### config.mk
export PLATFORM = sky130hd
export DESIGN_NAME = gost_magma_core
export DESIGN_NICKNAME = d
export VERILOG_FILES = /design/src/rtl/gost_magma_core.sv
export SDC_FILE = /design/constraint.sdc
export NUM_CORES = 1
export LEC_CHECK = 0
export ABC_AREA = 0
export BUFFER_PORTS_ARGS = -buffer_cell sky130_fd_sc_hd__buf_2
export CAP_MARGIN = 20
export CORE_MARGIN = 3
export CORE_UTILIZATION = 30
export CTS_CLUSTER_DIAMETER = 40
export DETAILED_ROUTE_END_ITERATION = 8
export MAX_ROUTING_LAYER = met4
export RECOVER_POWER = 100
export SLEW_MARGIN = 20
export SYNTH_ARGS = -nofsm -noshare
export SYNTH_HDL_FRONTEND = slang
export SYNTH_SLANG_ARGS = --single-unit
### constraint.sdc
create_clock -name clk -period 8.05 [get_ports clk]
set_clock_uncertainty 0.2 [all_clocks]
set_input_delay 0.805 -clock clk [delete_from_list [all_inputs] [get_ports clk]]
set_output_delay 0.805 -clock clk [all_outputs]
set_load 0.005 [all_outputs]
### src/rtl/gost_magma_core.sv
// GOST 28147-89 / Magma (RFC 8891) 64-bit block cipher core, ECB encrypt/decrypt,
// ROUNDS_PER_CYCLE Feistel rounds per clock, one block in flight, valid/ready handshakes.
module gost_magma_core #(
   parameter int ROUNDS_PER_CYCLE = 1,
   parameter int SBOX_SET         = 0
) (
   input  logic         clk,
   input  logic         rst,
   input  logic         key_we,
   input  logic [255:0] key_in,
   output logic         key_err,
   input  logic         in_valid,
   output logic         in_ready,
   input  logic         in_mode,
   input  logic [63:0]  in_data,
   output logic         out_valid,
   input  logic         out_ready,
   output logic [63:0]  out_data,
   output logic         busy
);

   if (!(ROUNDS_PER_CYCLE == 1 || ROUNDS_PER_CYCLE == 2 ||
         ROUNDS_PER_CYCLE == 4 || ROUNDS_PER_CYCLE == 8)) begin : g_bad_rpc
      $error("gost_magma_core: ROUNDS_PER_CYCLE must be 1, 2, 4 or 8");
   end
   if (!(SBOX_SET == 0 || SBOX_SET == 1)) begin : g_bad_sbox
      $error("gost_magma_core: SBOX_SET must be 0 or 1");
   end

   typedef enum logic [1:0] {IDLE, RUN, DONE} state_t;

   // Row b is box b, acting on nibble [4b+3:4b].
   localparam logic [3:0] SBOX_Z [0:7][0:15] = '{
      '{4'd12, 4'd4,  4'd6,  4'd2,  4'd10, 4'd5,  4'd11, 4'd9,  4'd14, 4'd8,  4'd13, 4'd7,  4'd0,  4'd3,  4'd15, 4'd1},
      '{4'd6,  4'd8,  4'd2,  4'd3,  4'd9,  4'd10, 4'd5,  4'd12, 4'd1,  4'd14, 4'd4,  4'd7,  4'd11, 4'd13, 4'd0,  4'd15},
      '{4'd11, 4'd3,  4'd5,  4'd8,  4'd2,  4'd15, 4'd10, 4'd13, 4'd14, 4'd1,  4'd7,  4'd4,  4'd12, 4'd9,  4'd6,  4'd0},
      '{4'd12, 4'd8,  4'd2,  4'd1,  4'd13, 4'd4,  4'd15, 4'd6,  4'd7,  4'd0,  4'd10, 4'd5,  4'd3,  4'd14, 4'd9,  4'd11},
      '{4'd7,  4'd15, 4'd5,  4'd10, 4'd8,  4'd1,  4'd6,  4'd13, 4'd0,  4'd9,  4'd3,  4'd14, 4'd11, 4'd4,  4'd2,  4'd12},
      '{4'd5,  4'd13, 4'd15, 4'd6,  4'd9,  4'd2,  4'd12, 4'd10, 4'd11, 4'd7,  4'd8,  4'd1,  4'd4,  4'd3,  4'd14, 4'd0},
      '{4'd8,  4'd14, 4'd2,  4'd5,  4'd6,  4'd9,  4'd1,  4'd12, 4'd15, 4'd4,  4'd11, 4'd0,  4'd13, 4'd10, 4'd3,  4'd7},
      '{4'd1,  4'd7,  4'd14, 4'd13, 4'd0,  4'd5,  4'd8,  4'd3,  4'd4,  4'd15, 4'd10, 4'd6,  4'd9,  4'd12, 4'd11, 4'd2}
   };
   localparam logic [3:0] SBOX_T [0:7][0:15] = '{
      '{4'd4,  4'd10, 4'd9,  4'd2,  4'd13, 4'd8,  4'd0,  4'd14, 4'd6,  4'd11, 4'd1,  4'd12, 4'd7,  4'd15, 4'd5,  4'd3},
      '{4'd14, 4'd11, 4'd4,  4'd12, 4'd6,  4'd13, 4'd15, 4'd10, 4'd2,  4'd3,  4'd8,  4'd1,  4'd0,  4'd7,  4'd5,  4'd9},
      '{4'd5,  4'd8,  4'd1,  4'd13, 4'd10, 4'd3,  4'd4,  4'd2,  4'd14, 4'd15, 4'd12, 4'd7,  4'd6,  4'd0,  4'd9,  4'd11},
      '{4'd7,  4'd13, 4'd10, 4'd1,  4'd0,  4'd8,  4'd9,  4'd15, 4'd14, 4'd4,  4'd6,  4'd12, 4'd11, 4'd2,  4'd5,  4'd3},
      '{4'd6,  4'd12, 4'd7,  4'd1,  4'd5,  4'd15, 4'd13, 4'd8,  4'd4,  4'd10, 4'd9,  4'd14, 4'd0,  4'd3,  4'd11, 4'd2},
      '{4'd4,  4'd11, 4'd10, 4'd0,  4'd7,  4'd2,  4'd1,  4'd13, 4'd3,  4'd6,  4'd8,  4'd5,  4'd9,  4'd12, 4'd15, 4'd14},
      '{4'd13, 4'd11, 4'd4,  4'd1,  4'd3,  4'd15, 4'd5,  4'd9,  4'd0,  4'd10, 4'd14, 4'd7,  4'd6,  4'd8,  4'd2,  4'd12},
      '{4'd1,  4'd15, 4'd13, 4'd0,  4'd5,  4'd7,  4'd10, 4'd4,  4'd9,  4'd2,  4'd3,  4'd14, 4'd6,  4'd11, 4'd8,  4'd12}
   };

   function automatic logic [31:0] g_func(input logic [31:0] x);
      logic [31:0] s;
      s = '0;
      for (int unsigned b = 0; b < 8; b++) begin
         s[4*b +: 4] = (SBOX_SET == 0) ? SBOX_Z[b][x[4*b +: 4]] : SBOX_T[b][x[4*b +: 4]];
      end
      return {s[20:0], s[31:21]};
   endfunction

   function automatic logic [31:0] round_key(input logic [255:0] key, input logic dec,
                                             input logic [4:0] idx);
      logic [2:0] k;
      if (dec ? (idx < 5'd8) : (idx < 5'd24)) k = idx[2:0];
      else                                   k = 3'd7 - idx[2:0];
      return key[255 - 32*int'(k) -: 32];
   endfunction

   state_t         state_q, state_d;
   logic [31:0]    a1_q, a1_d, a0_q, a0_d;
   logic           mode_q, mode_d;
   logic [5:0]     ctr_q, ctr_d;
   logic [255:0]   key_q, key_d;
   logic [63:0]    out_data_q, out_data_d;
   logic           key_err_q, key_err_d;

   logic [31:0]    rnd_a1, rnd_a0, rnd_tmp;
   logic [4:0]     rnd_idx;

   always_comb begin
      rnd_a1  = a1_q;
      rnd_a0  = a0_q;
      rnd_tmp = '0;
      rnd_idx = '0;
      for (int unsigned r = 0; r < ROUNDS_PER_CYCLE; r++) begin
         rnd_idx = ctr_q[4:0] + 5'(r);
         rnd_tmp = g_func(rnd_a0 + round_key(key_q, mode_q, rnd_idx)) ^ rnd_a1;
         rnd_a1  = rnd_a0;
         rnd_a0  = rnd_tmp;
      end
   end

   // Every round swaps; the unswapped final round is recovered by emitting the halves reversed.
   always_comb begin
      state_d    = state_q;
      a1_d       = a1_q;
      a0_d       = a0_q;
      mode_d     = mode_q;
      ctr_d      = ctr_q;
      key_d      = key_q;
      out_data_d = out_data_q;
      key_err_d  = key_we && (state_q != IDLE);
      case (state_q)
         IDLE: begin
            if (key_we) begin
               key_d = key_in;
            end else if (in_valid) begin
               state_d = RUN;
               a1_d    = in_data[63:32];
               a0_d    = in_data[31:0];
               mode_d  = in_mode;
               ctr_d   = '0;
            end
         end
         RUN: begin
            a1_d  = rnd_a1;
            a0_d  = rnd_a0;
            ctr_d = ctr_q + 6'(ROUNDS_PER_CYCLE);
            if (ctr_d == 6'd32) begin
               state_d    = DONE;
               out_data_d = {rnd_a0, rnd_a1};
            end
         end
         DONE: begin
            if (out_ready) state_d = IDLE;
         end
         default: state_d = IDLE;
      endcase
   end

   always_ff @(posedge clk) begin
      if (rst) begin
         state_q    <= IDLE;
         a1_q       <= '0;
         a0_q       <= '0;
         mode_q     <= 1'b0;
         ctr_q      <= '0;
         key_q      <= '0;
         out_data_q <= '0;
         key_err_q  <= 1'b0;
      end else begin
         state_q    <= state_d;
         a1_q       <= a1_d;
         a0_q       <= a0_d;
         mode_q     <= mode_d;
         ctr_q      <= ctr_d;
         key_q      <= key_d;
         out_data_q <= out_data_d;
         key_err_q  <= key_err_d;
      end
   end

   assign in_ready  = (state_q == IDLE) && !key_we;
   assign out_valid = (state_q == DONE);
   assign busy      = (state_q != IDLE);
   assign out_data  = out_data_q;
   assign key_err   = key_err_q;

endmodule

==> impl_metrics.env <==
export IMPL_synth_compound_area_share=0.175
export IMPL_grt_pass1_vias=17000
export IMPL_ys_flop_type="dfxtp_1"
export IMPL_hold_buffers=0
export IMPL_ios=394
export IMPL_cts_resized=0
export IMPL_dr_pass1_iters=5
export IMPL_cts_made_buffers=72
export IMPL_ys_seq_area_frac=0.403
export IMPL_grt_max_degree=152
export IMPL_r2r_cells=21
export IMPL_grt_pass1_wl_microns=106000
export IMPL_clock_latency_ps=630
export IMPL_wl_met1_microns=31100
export IMPL_nNetsFinal=3089
export IMPL_track_usage=0.213
export IMPL_gp_congestion=0.872
export IMPL_synth_avg_cell_area_sq_um=8.24
export IMPL_status="finished, violations left"
export IMPL_report_final_setup_viol=0
export IMPL_drtIter0Drc=1418
export IMPL_clkSlewWorstSetupHoldPaths_ps=60
export IMPL_finalSetupTns_ps=0
export IMPL_syn_to_final_growth_pct=26.1
export IMPL_die_w_microns=262
export IMPL_rows=93
export IMPL_worstSetupPathType="flip-flop to flip-flop"
export IMPL_violations="max-capacitance violations, max-slew violations"
export IMPL_met2_length_microns=34600
export IMPL_worstMarginPinSlew_ps=2580
export IMPL_timing_rr_end="a0_q[9]"
export IMPL_synth_area_mux_share=0.115
export IMPL_drv_cap=9
export IMPL_ys_async_sr_fraction=0
export IMPL_cts_setup_buffers=0
export IMPL_hold_worst_slack_ps=216
export IMPL_holdPathEnd="key_q[196]"
export IMPL_cp_start_kind="flip-flop"
export IMPL_num_fill_cells=6758
export IMPL_power_leakage_uw=0.0101
export IMPL_synth_area_leaders="dfxtp_1 40%, nand2_1 14%, a21oi_1 9.5%"
export IMPL_yosysUniqueCellTypes=74
export IMPL_htreeDepth=3
export IMPL_end_kind="flip-flop"
export IMPL_critPathArrivalTime_ps=7050
export IMPL_slew_headroom=-0.718
export IMPL_synth_top_cell_area_share=0.403
export IMPL_ant_nets=0
export IMPL_p_per_area_nw_per_um2=261
export IMPL_cts_buffer_depth=3
export IMPL_min_delay_start="key_in[196]"
export IMPL_route_met3_wl_microns=5540
export IMPL_cts_sinks=394
export IMPL_core_area_sq_um=64600
export IMPL_synth_seq_cells=394
export IMPL_drive_gt1_frac=0.223
export IMPL_yosys_area_share_adder=0.0479
export IMPL_vias_per_cell=5.02
export IMPL_yosys_area_top_type="dfxtp_1"
export IMPL_period_minus_slack_ps=6800
export IMPL_num_vias=18200
export IMPL_peakVddDrop_mv=0.145
export IMPL_initial_core_util=0.303
export IMPL_multiInputGateArea_sq_um=10900
export IMPL_whs_path_depth=3
export IMPL_hold_path_class="input port to flip-flop"
export IMPL_hold_viol_final=0
export IMPL_synth_top_family_by_area="simple AND/OR/NAND/NOR gates"
export IMPL_seq_area_sq_um=7890
export IMPL_drcViolationCount=0
export IMPL_finalCritPeriodShare=0.845
export IMPL_antenna_found_initial=13
export IMPL_gr_total_overflow=0
export IMPL_routed_top_layer="met4"
export IMPL_wire_per_inst_microns=20.3
export IMPL_rsz0062_at_grt="no"
export IMPL_cts_root_buffer="clkbuf_16"
export IMPL_cp_data_required_time_ps=8300
export IMPL_die_y_microns=262
export IMPL_p_total_uw=6450
export IMPL_rrSetupSlack_ps=1250
export IMPL_path_max_fanout=62
export IMPL_synth_xor_area_frac=0.0263
export IMPL_wl_microns=73600
export IMPL_yosysWarningCount=0
export IMPL_reg2reg_from="ctr_q[3]"
export IMPL_slew_violations=487
export IMPL_numPortBuffers=393
export IMPL_dieArea_sq_um=68400
export IMPL_max_freq_mhz=147
export IMPL_hpwl_microns=54400
export IMPL_syn_nets=2776
export IMPL_cts_tree="done"
export IMPL_synth_edf_count=0
export IMPL_synthesis_area_sq_um=19600
export IMPL_synth_simple_area_share=0.192
export IMPL_syn_inst=2379
[cell type report]
cell class | count | share of cell area
Timing Repair Buffer | 411 | 0.0841
Clock inverter | 48 | 0.0279
Sequential cell | 394 | 0.319
Inverter | 37 | 0.00562
Antenna cell | 14 | 0.00142
Multi-Input combinational cell | 1776 | 0.441
Clock buffer | 84 | 0.0772
Tap cell | 855 | 0.0433
[logic make-up after synthesis]
| kind of cell | Yosys count |
|---|---|
| AOI/OAI and AO/OA | 570 |
| xor gates and xnor gates | 58 |
| adders and majority gates | 75 |
| buffers and inverters | 209 |
| DFF | 394 |
| muxes | 131 |
| and+or+nand+nor | 942 |
[critical path, stage by stage (launching register included)]
cell and delay, ps:
dfxtp_1 360, maj3_1 590, xnor2_1 340, buf_12 340, mux4_2 570, mux2_2 280, ha_1 210, fa_1 460
a21oi_1 210, o21ai_0 280, a2111oi_2 420, o21ai_0 200, a21oi_1 240, o21ai_0 140, xor2_1 390, inv_1 170
ha_1 210, inv_1 60, nor3b_1 50, a211oi_1 290, mux2i_1 320, o41ai_2 110
[metal layers]
metal,up-vias,track usage
met2,637,0.337
li1,8891,-
met5,-,-
met4,0,0.0750
met1,8550,0.267
met3,105,0.0488
[per-stage QoR]
stage / setup WS, ps / area [sq um] / util / std cells
3_3_place_gp: 1750 / 22200 / 0.344 / 3472
4_1_cts: 1660 / 24800 / 0.384 / 3604
3_5_place_dp: 1750 / 22200 / 0.344 / 3472
5_1_grt: 639 / 24700 / 0.383 / 3617
2_1_floorplan: 1810 / 19600 / - / 2379
6_report: 1250 / 24700 / 0.383 / 3619
[how the worst max path moves through the flow]
stage                              end  startpoint  depth (start not counted)
final                          a0_q[9]    ctr_q[3]                         21
after detailed placement  out_data[39]    ctr_q[3]                         19
after global routing           a0_q[9]    ctr_q[3]                         21
after global placement    out_data[39]    ctr_q[3]                         21
after CTS                 out_data[39]    ctr_q[3]                         19
after floorplan                a0_q[7]    ctr_q[3]                         21
[cell usage after synthesis, drive strengths merged (4+ instances only)]
cell type and n:
nand2 710, dfxtp 394, a21oi 374, clkbuf 155, nor2 130, mux4 72, ha 70, o21ai 51
inv 37, a311oi 36, xnor2 34, mux2 33, nand3 28, mux2i 26, a211oi 24, xor2 24
nor3 22, a21o 19, buf 17, o41ai 12, and3 9, o221ai 9, a31oi 7, or2 7
o21bai 6, o31ai 5, or3 5, and2 4, maj3 4, nor2b 4, o211ai 4, o21a 4
[cells in the final DEF, fill, tap and decap left out, types with 21 or more instances in the layout]
master	instances
nand3_1	28
nand2_1	710
clkbuf_1	67
a311oi_1	33
clkbuf_16	73
ha_1	70
mux4_2	72
inv_1	37
nor2_1	129
mux2_2	32
mux2i_1	26
xnor2_1	31
a21oi_1	373
dfxtp_1	394
o21ai_0	47
a211oi_1	21
buf_2	334
xor2_1	24
[report_power, final]
part           total (uW)  switching [uW]  leakage (uW)  internal (uW)
sequential           2170             103       0.00323           2070
combinational        1070             644       0.00565            427
clock                3210            1150       0.00124           2060
total                6450            1890        0.0101           4560
[state kept, by name, indices dropped and copies added (netlist names)]
register,flops
mode_q,1
state_q,2
out_data,64
key_err,1
ctr_q,6
a1_q,32
a0_q,32
key_q,256
Note: power is estimated with default switching activity, not from simulation.
